--- config.mk ---
export PLATFORM = sky130hd
export DESIGN_NAME = window_builder
export DESIGN_NICKNAME = d
export VERILOG_FILES = /design/src/rtl/window_builder.sv
export SDC_FILE = /design/constraint.sdc
export NUM_CORES = 1
export LEC_CHECK = 0
export CAP_MARGIN = 30
export CORE_UTILIZATION = 55
export CTS_BUF_LIST = sky130_fd_sc_hd__clkbuf_4 sky130_fd_sc_hd__clkbuf_8
export CTS_CLUSTER_SIZE = 12
export DETAILED_ROUTE_END_ITERATION = 8
export PLACE_DENSITY = 0.77
export SLEW_MARGIN = 20
export SYNTH_ARGS = -nofsm -noshare
export SYNTH_HDL_FRONTEND = slang
export SYNTH_SLANG_ARGS = --single-unit
--- constraint.sdc ---
create_clock -name clk -period 10.35 [get_ports clk]
set_clock_uncertainty 0.05 [all_clocks]
set_input_delay 2.07 -clock clk [delete_from_list [all_inputs] [get_ports clk]]
set_output_delay 2.07 -clock clk [all_outputs]
set_load 0.02 [all_outputs]
--- src/rtl/window_builder.sv ---
// window_builder: 3x3 RGB sliding-window generator over a raster pixel stream.
// Optional WB_FRAME_DONE_EN adds a one-cycle frame_done pulse after the last pixel.
module window_builder #(
    parameter int IMG_WIDTH  = 8,
    parameter int IMG_HEIGHT = 8
) (
    input  logic         clk,
    input  logic         rst,
    input  logic [23:0]  pixel_in,
    input  logic         pixel_valid,
    output logic         pixel_ready,
    output logic [215:0] pixelData,
    output logic         win_valid,
`ifdef WB_FRAME_DONE_EN
    output logic         frame_done,
`endif
    input  logic         win_ready
);
    localparam int CW = $clog2(IMG_WIDTH);
    localparam int RW = $clog2(IMG_HEIGHT);
    typedef enum logic {FILL, STREAM} state_e;
    state_e state_q, state_d;
    logic [CW-1:0] col_q, col_d;
    logic [RW-1:0] row_q, row_d;
    logic [23:0] lb0_q [IMG_WIDTH];
    logic [23:0] lb1_q [IMG_WIDTH];
    logic [23:0] win_q [9];
    logic [23:0] win_d [9];
    logic [215:0] data_q, data_d;
    logic valid_q, valid_d;
    logic accept, col_last, row_last, form;

    assign pixel_ready = !valid_q || win_ready;
    assign accept      = pixel_valid && pixel_ready;
    assign col_last    = col_q == CW'(IMG_WIDTH - 1);
    assign row_last    = row_q == RW'(IMG_HEIGHT - 1);
    assign pixelData   = data_q;
    assign win_valid   = valid_q;

    always_ff @(posedge clk or posedge rst) begin
        if (rst) state_q <= FILL;
        else     state_q <= state_d;
    end

    always_comb begin
        state_d = !(accept && col_last) ? state_q :
                  state_q == FILL ? (row_q == RW'(1) ? STREAM : FILL) :
                  (row_last ? FILL : STREAM);
    end

    // Only a STREAM pixel at col >= 2 completes a window, so stale columns never leak.
    always_comb begin
        form = accept && state_q == STREAM && col_q >= CW'(2);
    end

    always_comb begin
        col_d = accept ? (col_last ? '0 : col_q + 1'b1) : col_q;
        row_d = (accept && col_last) ? (row_last ? '0 : row_q + 1'b1) : row_q;
        for (int i = 0; i < 9; i++) win_d[i] = win_q[i];
        if (accept) begin
            for (int r = 0; r < 3; r++) begin
                win_d[3*r]   = win_q[3*r+1];
                win_d[3*r+1] = win_q[3*r+2];
            end
            win_d[2] = lb1_q[col_q];
            win_d[5] = lb0_q[col_q];
            win_d[8] = pixel_in;
        end
        data_d  = form ? {win_d[0], win_d[1], win_d[2], win_d[3], win_d[4],
                          win_d[5], win_d[6], win_d[7], win_d[8]} : data_q;
        valid_d = form || (valid_q && !win_ready);
    end

    always_ff @(posedge clk or posedge rst) begin
        if (rst) begin
            col_q   <= '0;
            row_q   <= '0;
            data_q  <= '0;
            valid_q <= 1'b0;
        end else begin
            col_q   <= col_d;
            row_q   <= row_d;
            data_q  <= data_d;
            valid_q <= valid_d;
        end
    end

    // Line buffers and the shift window carry no reset: their contents are rebuilt before use.
    always_ff @(posedge clk) begin
        win_q <= win_d;
        if (accept) begin
            lb1_q[col_q] <= lb0_q[col_q];
            lb0_q[col_q] <= pixel_in;
        end
    end

`ifdef WB_FRAME_DONE_EN
    logic done_q;
    always_ff @(posedge clk or posedge rst) begin
        if (rst) done_q <= 1'b0;
        else     done_q <= accept && col_last && row_last;
    end
    assign frame_done = done_q;
`endif
endmodule
==> flow_summary.toml, run 1 <==
[finish]
diodes = 0
nNetsFinal = 2054
instances_no_fill = 2784
fin_area_sq_um = 33340
syn_to_final_growth_pct = 20.68
drive_gt1_share_pct = 26.13

[power_and_ir_drop]
power_density_nw_per_um2 = 331.8
p_leak_nw = 12.93
peakVddDrop_uv = 188.6

[floorplanning]
rows = 81
die_area_sq_um = 51140
chipWidth_microns = 226.1
die_h_microns = 226.1
fp.coreArea_sq_um = 49250
initial_core_util_pct = 56.10
io_pins = 246

[cts]
clockBufferDepth = 3
clock_latency_ns = 0.69
cts_tree = "built"
cts_resized = 0
cts_sinks = 752
cts.htree.levels = 3
cts_made_buffers = 115
postCtsSetupRepairBufs = 0
cts-root-buf = "clkbuf_8"
cts_hold_buffers = 0
clk_pin_slew_ns = 0.05

[placed_design]
port_buffers = 245
place_congestion = 0.7672
hpwl_microns = 34370
dp_cells = 2565
placed_area_sq_um = 30710

[synth]
synthTopCellsByArea = "edfxtp_1 42%, dfrtp_1 20%, dfxtp_1 10%"
synth_compound_area_share_pct = 2.744
yosys_most_used_dff = "edfxtp_1"
synth_top_family_by_area = "multiplexers"
synth_area_sq_um = 27630
yosysTopAreaCell = "edfxtp_1"
synth_fa_ha_area_share_pct = 0.2717
yosys.area_share.simple_pct = 5.869
yosysMostFrequentCell = "edfxtp_1"
ys_warn_count = 0
syn_inst = 1735
synthTopCellsByCount = "384 x edfxtp_1, 274 x nand2_1, 249 x mux2_2, 224 x dfrtp_1, 144 x dfxtp_1"
synth_xor_area_share_pct = 0
syn_area_per_cell_sq_um = 15.93
synth_top_area_share_pct = 41.73
synthMuxAreaShare_pct = 16.71
ys_ff_latch = 752
async_reset_ff_share_pct = 29.79
synth_nets = 1769
synth_edf_count = 384
synth_cell_type_count = 43
seq_area_frac_synth_pct = 72.45

[critical_path]
crit_chain = "clkdlybuf4s50_1 > nand2b_1 > clkdlybuf4s50_1"
crit_path_end_kind = "output pin"
critPathTopFamily = "buffers and inverters"
path_depth = 3
critPathRequiredTime_ns = 8.23
crit_type = "input pin to output pin"
critical-path-max-stage-delay_ns = 0.66
path_max_fanout = 6
crit_slowest_cell = "clkdlybuf4s50_1"
worst-path-buf-inv = 2
worst-endpoint-arrival_ns = 3.44
cpMostUsedCell = "clkdlybuf4s50_1"
start_kind = "input pin"
r2r_cells = 7

[min_path]
hold_class = "flip-flop to flip-flop"
hold_path_depth = 2

[timing]
final_hold_viol_count = 0
timing.fmax_ghz = 0.1797
fin_crit_sh_pct = 53.75
grt_setup_unrepaired = "no"
slew_headroom_pct = 26.09
tightest_slew_ns = 1.109
finalCriticalPeriod_ns = 5.563
final-setup-viol-count = 0
setup_tns_ns = 0
maxSlewViolCount = 0

[routing]
post-route-drc-count = 0
via_per_inst = 5.477
vias = 15250
antenna_left = 0
wl_per_cell_microns = 20.53
dr.pass1.iters = 5
drt-initial-drc-count = 1032
drt_wl_total_microns = 57150

[grt]
grt.total_usage_pct = 22.84
grt_overflow = 0
grt_pass1_vias = 15500
antenna_found_initial = 0
grt_max_degree = 167
grt_pass1_wl_microns = 88460

[outcome]
status = "completed"

[run]
drv_cap = 0
[area by class of cell]
type	count	area, sq um
Sequential cell	752	20030
Fill cell	3389	15910
Multi-Input combinational cell	876	7143
Timing Repair Buffer	272	2743
Clock buffer	194	2389
Tap cell	664	830.8
Clock inverter	23	195.2
Inverter	3	18.77
[cells in the final DEF (no fill, tap or decap), types with 16 or more instances in the layout]
cell type / instances
mux4_2: 42
buf_4: 21
dfrtp_1: 221
nand2b_1: 28
nor2_1: 62
o22ai_1: 24
clkdlybuf4s50_1: 245
mux2i_1: 68
clkbuf_8: 149
edfxtp_1: 384
dfxtp_1: 144
nand2_1: 273
clkbuf_4: 45
o21ai_0: 16
mux2_2: 249
[cells by family after synthesis]
kind of cell / count (synthesis)
compound gates: 110
buf+inv: 107
mux: 367
flops: 752
simple gates: 393
fa+ha+maj: 6
[worst reg2reg max path, delay by kind of cell, from the launching register on]
family	cells	cell delay (ns)
buf+inv	3	1.13
flops	1	1.05
mux	1	0.87
fa+ha+maj	1	0.38
compound gates	1	0.34
simple gates	1	0.29
[power by group]
group / switching, mW / internal (mW) / total, mW / leakage, nW
clock: 1.09 / 1.52 / 2.62 / 1.38
sequential: 0.513 / 4.25 / 4.76 / 7.43
combinational: 1.98 / 1.70 / 3.68 / 4.12
[path summary, 6_finish.rpt]
check / from / endpoint / slack (ns)
max: win_ready / pixel_ready / 4.79
min: win_q[181] / win_q[181] / 0.39
max reg2reg: col_q[0] / pixelData[9] / 6.13
min reg2reg: win_q[181] / win_q[181] / 0.39
max in group asynchronous: rst / col_q[0] / 7.31
min in group asynchronous: rst / pixelData[99] / 1.78
[state kept, by name, indices dropped and copies added, names as in the netlist]
name	flops
col_q	3
lb0_q	192
lb1_q	192
pixelData	216
row_q	3
state_q	1
win_q	144
win_valid	1
[stage by stage]
stage               total power [mW]  utilization [%]  setup slack [ns]  hold slack (ns)
finish                         11.06            67.70             4.787           0.3859
global route                   11.62            67.70             4.719           0.4029
CTS                            11.15            67.59             4.771           0.3919
detailed placement             8.515            62.34             4.776           0.3827
global placement               8.369            62.22             4.803           0.3755
floorplan                      6.957                -             2.096           0.3659
[per-layer routing]
layer / vias to the layer above / GRT usage (%) / wire (microns)
li1: 6933 / - / -
met1: 7763 / 30.47 / 24630
met2: 487 / 37.66 / 27720
met3: 64 / 5.087 / 3912
met4: 0 / 6.822 / 886
met5: - / 0 / 0
(Power assumes the default switching activity.)
==> inputs of run 2 (changes only) <==
clock period = 5.3 ns   (was 10.35 ns; I/O delays follow)
==> flow_summary.toml, run 2 (synthesis results as in run 1) <==
[floorplanning]
die_h_microns = 226.1
chipWidth_microns = 226.1
fp.coreArea_sq_um = 49250
initial_core_util_pct = 56.10
die_area_sq_um = 51140
io_pins = 246
rows = 81

[finish]
final_cell_mix = "384 x edfxtp_1, 273 x nand2_1, 249 x mux2_2"
final_core_utilization_pct = 67.34
drive_gt1_share_pct = 25.81
final_common_cell = "edfxtp_1"
n_fill_cell = 3390
largest_register_ffs = 216
nNetsFinal = 2052
syn_to_final_growth_pct = 20.05

[critical_path]
path_max_fanout = 6
worst-endpoint-arrival_ns = 2.51
crit_chain = "clkdlybuf4s50_1 > nand2b_1 > clkdlybuf4s50_1"
crit_slowest_cell = "clkdlybuf4s50_1"
start_kind = "input pin"
crit_path_end_kind = "output pin"
critPathRequiredTime_ns = 4.19
critical-path-max-stage-delay_ns = 0.68
cpMostUsedCell = "clkdlybuf4s50_1"
crit_type = "input pin to output pin"

[power_and_ir_drop]
power_density_nw_per_um2 = 643.3
p_leak_nw = 12.85
peakVddDrop_uv = 389.7
p_total_mw = 21.34

[cts]
cts_resized = 0
postCtsSetupRepairBufs = 0
clockBufferDepth = 3
cts-root-buf = "clkbuf_8"
cts.htree.levels = 3
cts_sinks = 752
cts_tree = "built"
cts_hold_buffers = 0
cts_made_buffers = 114
clk_pin_slew_ns = 0.06
clock_latency_ns = 0.70

[grt]
antenna_found_initial = 0
use_met3_pct = 5.451
grt_max_degree = 148
grt_pass1_wl_microns = 88170
grt_pass1_vias = 15680
use_met2_pct = 37.20
use_met1_pct = 30.17
busiest_layer = "met2"
grt_overflow = 0
grt.total_usage_pct = 22.78

[run]
drv_cap = 0

[timing]
timing.fmax_ghz = 0.2760
hold_slack_ns = 0.3881
final_hold_viol_count = 0
setup_tns_ns = 0
maxSlewViolCount = 0
slew_headroom_pct = 34.89
final-setup-viol-count = 0
tightest_slew_ns = 0.9767
fin_crit_sh_pct = 68.35
grt_setup_unrepaired = "no"
finalCriticalPeriod_ns = 3.623

[routing]
antenna_left = 0
drt-initial-drc-count = 964
vias = 15130
drt_wl_total_microns = 56780
dr.pass1.iters = 5
post-route-drc-count = 0
wl_per_cell_microns = 20.40
via_per_inst = 5.434

[min_path]
hold_class = "flip-flop to flip-flop"

[placed_design]
hpwl_microns = 34300
place_congestion = 0.7477
port_buffers = 245

[outcome]
status = "completed"
==> run 2: cell types whose count changed in the layout (fill, tap and decap cells not counted), moves of 2 or more <==
cell,before,now
nor2b_4,0,2
buf_4,21,19
nor2b_2,2,0
clkbuf_8,149,132
buf_12,1,7
buf_16,3,0
buf_8,2,0
clkinv_2,11,24
clkinv_1,5,11
==> run 2: area by class of cell <==
class / count / area (sq um) / area share (%)
sequential: 752 / 20030 / 60.37
multi-input combinational: 876 / 7153 / 21.56
timing repair buffer: 271 / 2735 / 8.246
clock buffer: 176 / 2147 / 6.473
tap: 664 / 830.8 / 2.505
clock inverter: 41 / 261.5 / 0.7884
inverter: 3 / 15.01 / 0.04526
antenna: 1 / 2.502 / 0.007544
==> run 2: power breakdown <==
group          leakage, nW  switching, mW  internal [mW]
combinational         4.11           3.90           3.31
clock                 1.30           2.16           2.69
sequential            7.43          0.989           8.30
==> run 2: critical path: cells and delay by family <==
kind	cells	cell delay [ns]
and+or+nand+nor	1	0.32
buffers and inverters	2	1.13
==> run 2: worst paths after layout <==
| check | slack, ns | startpoint | cells past startpoint | end |
|---|---|---|---|---|
| setup / recovery | 1.68 | win_ready | 3 | pixel_ready |
| hold / removal | 0.39 | win_q[116] | 2 | win_q[116] |
| setup reg to reg | 1.99 | col_q[0] | 6 | pixelData[59] |
| hold reg to reg | 0.39 | win_q[116] | 2 | win_q[116] |
| max in group asynchronous | 3.54 | rst | 3 | col_q[0] |
| min in group asynchronous | 0.72 | rst | 2 | pixelData[122] |
==> run 2: per-layer routing <==
| metal | vias to the layer above | wire, microns |
|---|---|---|
| li1 | 6916 | - |
| met1 | 7657 | 24010 |
| met2 | 491 | 27980 |
| met3 | 64 | 3937 |
| met4 | 0 | 856 |
| met5 | - | 0 |
==> run 2: through the flow <==
stage	instances	instance area (sq um)	setup slack, ns
global placement	2566	30750	1.578
finish	2784	33170	1.677
detailed placement	2566	30760	1.565
CTS	2783	33170	1.676
floorplan	1735	27640	-0.6334
global route	2783	33170	1.634
==> inputs of run 3 (changes only) <==
clock period = 3.43 ns   (was 5.3 ns; I/O delays follow)
==> flow_summary.toml, run 3 (synthesis results as in run 1) <==
[floorplanning]
rows = 81
fp.coreArea_sq_um = 49250
die_area_sq_um = 51140
die_h_microns = 226.1
initial_core_util_pct = 56.10
io_pins = 246
chipWidth_microns = 226.1

[critical_path]
critPathRequiredTime_ns = 2.69
r2r_slack_ns = 0.74
path_max_fanout = 5
reg2reg_from = "col_q[0]"
crit_path_end_kind = "output pin"
start_kind = "input pin"
worst-endpoint-arrival_ns = 2.19
r2r_end = "pixelData[89]"
r2r_cells = 5
crit_type = "input pin to output pin"

[finish]
final_cell_mix = "384 x edfxtp_1, 273 x nand2_1, 249 x mux2_2"
drive_gt1_share_pct = 25.86
syn_to_final_growth_pct = 20.87
fin_area_sq_um = 33400
final_common_cell = "edfxtp_1"
nNetsFinal = 2066
largest_register_ffs = 216
n_fill_cell = 3358
diodes = 0

[power_and_ir_drop]
p_total_mw = 33.06
power_density_nw_per_um2 = 989.9
p_leak_nw = 12.92
peakVddDrop_uv = 583.6

[timing]
final-setup-viol-count = 0
timing.fmax_ghz = 0.3415
maxSlewViolCount = 0
slew_headroom_pct = 49.71
hold_slack_ns = 0.2507
final_hold_viol_count = 0
grt_setup_unrepaired = "no"
finalCriticalPeriod_ns = 2.928
fin_crit_sh_pct = 85.37
tightest_slew_ns = 0.7543

[cts]
cts_tree = "built"
clk_pin_slew_ns = 0.06
postCtsSetupRepairBufs = 0
cts_resized = 0
clockBufferDepth = 3
cts.htree.levels = 3
cts_sinks = 752
cts-root-buf = "clkbuf_8"
clock_latency_ns = 0.70
cts_hold_buffers = 0
cts_made_buffers = 112

[grt]
grt.total_usage_pct = 23.07
antenna_found_initial = 0
grt_max_degree = 88
grt_pass1_vias = 15790
grt_overflow = 0
grt_pass1_wl_microns = 89500

[routing]
drt_wl_total_microns = 57480
vias = 15220
wl_per_cell_microns = 20.59
antenna_left = 0
drt-initial-drc-count = 1135
via_per_inst = 5.454
dr.pass1.iters = 7
post-route-drc-count = 0

[min_path]
hold_class = "input pin to asynchronous set/reset pin"

[placed_design]
place_congestion = 0.7745
hpwl_microns = 35400
port_buffers = 245
placed_area_sq_um = 31060

[outcome]
status = "completed"

[run]
drv_cap = 0
-- run 3: final cells by class --
| class | count | area [sq um] | area share, % |
|---|---|---|---|
| sequential | 752 | 20030 | 59.96 |
| multi-input combinational | 876 | 7168 | 21.46 |
| timing repair buffer | 287 | 3018 | 9.036 |
| clock buffer | 167 | 2029 | 6.077 |
| tap | 664 | 830.8 | 2.488 |
| clock inverter | 42 | 310.3 | 0.9291 |
| inverter | 3 | 15.01 | 0.04496 |
-- run 3: power breakdown --
group | internal [mW] | switching, mW | total [mW]
registers | 12.8 | 1.52 | 14.3
clock network | 4.04 | 3.35 | 7.38
logic | 5.25 | 6.09 | 11.3
-- run 3: worst max-delay path by stage --
| stage | cells past startpoint | from | slack [ns] | to |
|---|---|---|---|---|
| 6_report | 4 | win_ready | 0.50 | pixel_ready |
| 5_1_grt | 4 | win_ready | 0.45 | pixel_ready |
| 4_1_cts | 4 | win_ready | 0.50 | pixel_ready |
| 3_5_place_dp | 4 | win_ready | 0.50 | pixel_ready |
| 3_3_place_gp | 4 | win_ready | 0.50 | pixel_ready |
| 2_1_floorplan | 6 | win_ready | -0.66 | lb0_q[2][0] |
-- run 3: metrics by stage --
step           setup TNS [ns]  std cells  setup slack [ns]  util, %
2_1_floorplan         -191.48       1735           -0.6650        -
3_3_place_gp                0       2582            0.5022    63.05
3_5_place_dp                0       2582            0.5031    63.05
4_1_cts                     0       2791            0.4961    67.80
5_1_grt                     0       2791            0.4455    67.80
6_report                    0       2791            0.5020    67.80
-- run 3: critical path, stage by stage --
cell and delay [ns]:
clkdlybuf4s50_1 0.45, nand2b_1 0.28, buf_4 0.18, clkdlybuf4s50_1 0.59
-- run 3: metal layers --
metal | wire length [microns] | global-route usage [%] | share of wire [%]
met4 | 1690 | 8.326 | 2.9
met3 | 3749 | 5.009 | 6.5
met2 | 27130 | 36.54 | 47
met5 | 0 | 0 | 0
met1 | 24910 | 31.65 | 43
